## src/rtl/qa_drv_hc_req_buffer.sv

```systemverilog
// FWFT request buffer for the host-channel almost-full loop; deq_data is combinational from the head (0-cycle), almostfull registered.
// Backpressure: almostfull asserts with ALMOST_FULL_SLACK free entries left; enqueues beyond DEPTH are dropped and flagged in overflow.
module qa_drv_hc_req_buffer #(
  parameter int DATA_WIDTH        = 64,
  parameter int DEPTH             = 16,
  parameter int ALMOST_FULL_SLACK = 4
) (
  input  logic                       clk,
  input  logic                       reset_n,
  input  logic                       enq_en,
  input  logic [DATA_WIDTH-1:0]      enq_data,
  input  logic                       deq_en,
  output logic [DATA_WIDTH-1:0]      deq_data,
  output logic                       not_empty,
  output logic                       almostfull,
  output logic [$clog2(DEPTH):0]     count,
  output logic                       overflow,
  output logic                       underflow
);

  localparam int AW = $clog2(DEPTH);
  localparam int PW = AW + 1;
  localparam logic [PW-1:0] DEPTH_C     = PW'(DEPTH);
  localparam logic [PW-1:0] AF_THRESH_C = PW'(DEPTH - ALMOST_FULL_SLACK);

  logic [DATA_WIDTH-1:0] mem_q [DEPTH];

  logic [PW-1:0] wr_ptr_q, wr_ptr_d;
  logic [PW-1:0] rd_ptr_q, rd_ptr_d;
  logic          almostfull_q, almostfull_d;
  logic          overflow_q, overflow_d;
  logic          underflow_q, underflow_d;

  logic          enq_acc, deq_acc;
  logic [PW-1:0] count_cur, count_d;

  // Pointers wrap modulo 2*DEPTH, so their difference is the occupancy 0..DEPTH.
  assign count_cur = wr_ptr_q - rd_ptr_q;

  always_comb begin
    deq_acc      = deq_en && (count_cur != '0);
    enq_acc      = enq_en && ((count_cur < DEPTH_C) || deq_acc);
    wr_ptr_d     = wr_ptr_q + PW'(enq_acc);
    rd_ptr_d     = rd_ptr_q + PW'(deq_acc);
    count_d      = count_cur + PW'(enq_acc) - PW'(deq_acc);
    almostfull_d = (count_d >= AF_THRESH_C);
    overflow_d   = overflow_q  || (enq_en && !enq_acc);
    underflow_d  = underflow_q || (deq_en && !deq_acc);
  end

  always_ff @(posedge clk or negedge reset_n) begin
    if (!reset_n) begin
      wr_ptr_q     <= '0;
      rd_ptr_q     <= '0;
      almostfull_q <= 1'b0;
      overflow_q   <= 1'b0;
      underflow_q  <= 1'b0;
    end else begin
      wr_ptr_q     <= wr_ptr_d;
      rd_ptr_q     <= rd_ptr_d;
      almostfull_q <= almostfull_d;
      overflow_q   <= overflow_d;
      underflow_q  <= underflow_d;
    end
  end

  // Contents survive reset; only the pointers define what is logically stored.
  always_ff @(posedge clk) begin
    if (enq_acc) begin
      mem_q[wr_ptr_q[AW-1:0]] <= enq_data;
    end
  end

  assign deq_data   = mem_q[rd_ptr_q[AW-1:0]];
  assign not_empty  = (count_cur != '0);
  assign count      = count_cur;
  assign almostfull = almostfull_q;
  assign overflow   = overflow_q;
  assign underflow  = underflow_q;

endmodule

```

## config.mk

```make
export PLATFORM = sky130hd
export DESIGN_NAME = qa_drv_hc_req_buffer
export DESIGN_NICKNAME = d
export VERILOG_FILES = /design/src/rtl/qa_drv_hc_req_buffer.sv
export SDC_FILE = /design/constraint.sdc
export NUM_CORES = 1
export LEC_CHECK = 0
export CAP_MARGIN = 20
export CORE_UTILIZATION = 46
export CTS_CLUSTER_DIAMETER = 40
export DETAILED_ROUTE_END_ITERATION = 8
export SLEW_MARGIN = 20
export SYNTH_ARGS = -nofsm -noshare
export SYNTH_HDL_FRONTEND = slang
export SYNTH_SLANG_ARGS = --single-unit
```

## constraint.sdc

```tcl
create_clock -name clk -period 11.4 [get_ports clk]
set_input_delay 2.85 -clock clk [delete_from_list [all_inputs] [get_ports clk]]
set_output_delay 2.85 -clock clk [all_outputs]
set_load 0.01 [all_outputs]
```

==> results.json <==
{
  "vias": 19284,
  "fmax_mhz": 131,
  "fin_crit_sh": 0.671,
  "synth-edff-count": 1024,
  "worstHoldPathType": "reg -> reg",
  "antenna_found_initial": 7,
  "hold_start": "overflow",
  "cp.arrival_ns": 4.80,
  "fin_crit_ns": 7.65,
  "cts_hold_buf": 0,
  "core.rowCount": 107,
  "grt_max_degree": 100,
  "yosysWarnings": 0,
  "drive_gt1_frac": 0.246,
  "skew_ns": 0.0163,
  "worstReg2RegStart": "rd_ptr_q[0]",
  "synth_xor_area_frac": 0.00241,
  "drtPass1Iterations": 5,
  "cp-endpoint": "deq_data[1]",
  "crit_top_cell": "buf_4",
  "synthCells": 1877,
  "grt_usage": 0.213,
  "cp.required_ns": 8.55,
  "outcome": "completed",
  "cts_sinks": 1037,
  "cts.htree.levels": 4,
  "root_buffer": "clkbuf_16",
  "synth_fp_nets": 1961,
  "die_h_um": 297,
  "cts_tree": "done",
  "rr_endpoint": "almostfull",
  "setup_viol": 0,
  "slew_violations": 0,
  "synth_top_cells_by_count": "edfxtp_1, nand2_1, mux4_2",
  "slew_headroom": 0.279,
  "setup_tns_ns": 0,
  "overflow": 0,
  "grt_pass1_vias": 20257,
  "synth_compound_area_frac": 0.0124,
  "ys_types": 36,
  "clk_pin_slew_worst_paths_ns": 0.05,
  "wl_met3_um": 5120,
  "stdcell_area_um2": 47200,
  "synth_top_area_frac": 0.770,
  "avgSynthCellArea_um2": 21.3,
  "synth_area_leaders": "edfxtp_1, mux4_2, nand2_1",
  "drv_cap": 0,
  "drt_iter0_drc": 1781,
  "synthMuxAreaShare": 0.145,
  "place_area_um2": 42600,
  "peakVddDrop_v": 0.000236,
  "tightest_slew_ns": 1.08,
  "core_area_um2": 85500,
  "viasPerCell": 5.75,
  "met2_length_um": 44900,
  "rsz0062_at_grt": "no",
  "synth_top_family_by_area": "multiplexers",
  "place.gp.congestion": 0.738,
  "io_buffers": 140,
  "initial_core_util": 0.467,
  "post_cts_buffers": 0,
  "synthArstFlopShare": 0.0125,
  "path_max_fanout": 52,
  "clk_latency_ns": 0.71,
  "cts_resized": 0,
  "cpPeakStageDelay_ns": 0.90,
  "ios": 141,
  "power_leakage_nw": 15.3,
  "cp_cell_sequence": "buf_4, buf_4, mux4_2, nand2_1, and3_1, a31oi_1, clkdlybuf4s50_1",
  "drt-total-wl_um": 90700,
  "wire_per_inst_um": 27.1,
  "rrSetupSlack_ns": 5.63,
  "ys_seq_elements": 1037,
  "synth.most_common_cell": "edfxtp_1",
  "worstSetupPathType": "reg -> out",
  "ant_nets": 0,
  "grt_pass1_wl_um": 134000,
  "critPathLaunch": "rd_ptr_q[2]",
  "power_density_nw_per_um2": 274,
  "hold_viol": 0,
  "top_layer": "met5",
  "fin_nets": 2179,
  "dieArea_um2": 88000,
  "yosysSeqAreaShare": 0.779,
  "synth_top_cell_by_area": "edfxtp_1",
  "drt-met1-wl_um": 38800,
  "synth_area_um2": 39900,
  "crit_path_start_kind": "register",
  "ys_dominant_reg_cell": "edfxtp_1",
  "syn2layout_area_growth_pct": 18.3,
  "dp_hpwl_um": 44100,
  "cp-end-kind": "output pin",
  "reg2reg_depth": 18,
  "drc": 0,
  "synth_adder_area_share": 0.00539,
  "clockBufferDepth": 3,
  "die_x_um": 297,
  "critPathSlowestCell": "dfrtp_4",
  "yosys.area_share.simple": 0.0393,
  "cts_buffers": 134
}
stage by stage:
step / total power [mW] / setup slack, ns / hold WS, ns / util / cells
floorplan: 7.42 / 1.67 / 0.464 / - / 1877
global placement: 8.77 / 4.50 / 0.453 / 0.498 / 3103
detailed placement: 8.82 / 4.50 / 0.464 / 0.498 / 3103
CTS: 13.1 / 3.72 / 0.481 / 0.552 / 3350
global route: 13.5 / 3.53 / 0.500 / 0.552 / 3351
finish: 12.9 / 3.75 / 0.476 / 0.552 / 3351
critical path, delay by kind of cell, from the launching register on:
| family | cells | cell delay, ns |
|---|---|---|
| DFF | 1 | 0.90 |
| and+or+nand+nor | 2 | 0.26 |
| AOI/OAI and AO/OA | 1 | 0.51 |
| buffers and inverters | 3 | 2.05 |
| muxes | 1 | 0.35 |
cell families (layout without fill, tap and decap cells):
group                      after synthesis  in the layout
buffers and inverters                  120            449
other                                    0              1
AOI/OAI and AO/OA                       77             77
muxes                                  257            257
xor gates and xnor gates                11             11
adders and majority gates               16             16
and+or+nand+nor                        359            359
DFF                                   1037           1037
placed cells by master, fill, tap and decap left out, drive strengths merged, types with 17 or more instances in the layout:
cell           synthesis  routed
edfxtp              1024    1024
clkinv                 0      45
bufinv                 0      17
buf                   60      46
and3                  64      64
nand2                260     260
mux4                 256     256
clkdlybuf4s50          0     140
inv                   16      33
a31oi                 64      64
clkbuf                44     154
state kept, by name (all words and copies together) (netlist names):
register,count
wr_ptr_q,5
overflow,1
underflow,1
almostfull,1
rd_ptr_q,5
mem_q,1024
how the worst min path moves through the flow:
stage	endpoint	slack [ns]	cells after the start
after floorplan	rd_ptr_q[4]	0.46	1
after global placement	overflow	0.45	1
after detailed placement	overflow	0.46	1
after CTS	overflow	0.48	1
after global routing	wr_ptr_q[4]	0.50	1
final	overflow	0.48	1
layout make-up:
| cell class | instances | area (um^2) |
|---|---|---|
| well taps | 1144 | 1430 |
| fillers | 6442 | 38400 |
| repair buffers | 186 | 1760 |
| inverters | 16 | 61.3 |
| clock buffers | 154 | 3490 |
| flip-flops and latches | 1037 | 31100 |
| clock inverters | 93 | 1110 |
| diodes | 1 | 2.50 |
| multi-input cells | 720 | 8250 |
routing by layer:
layer	global-route usage	vias up
met5	0	-
met4	0.0639	12
met3	0.0379	140
met2	0.346	563
met1	0.294	10397
li1	-	8172
power breakdown:
part	leakage [nW]	switching, mW	internal [mW]
sequential	9.38	0.206	4.60
clock	2.22	1.64	2.63
combinational	3.70	2.09	1.78
total	15.3	3.93	9.01
(Power assumes the default switching activity.)
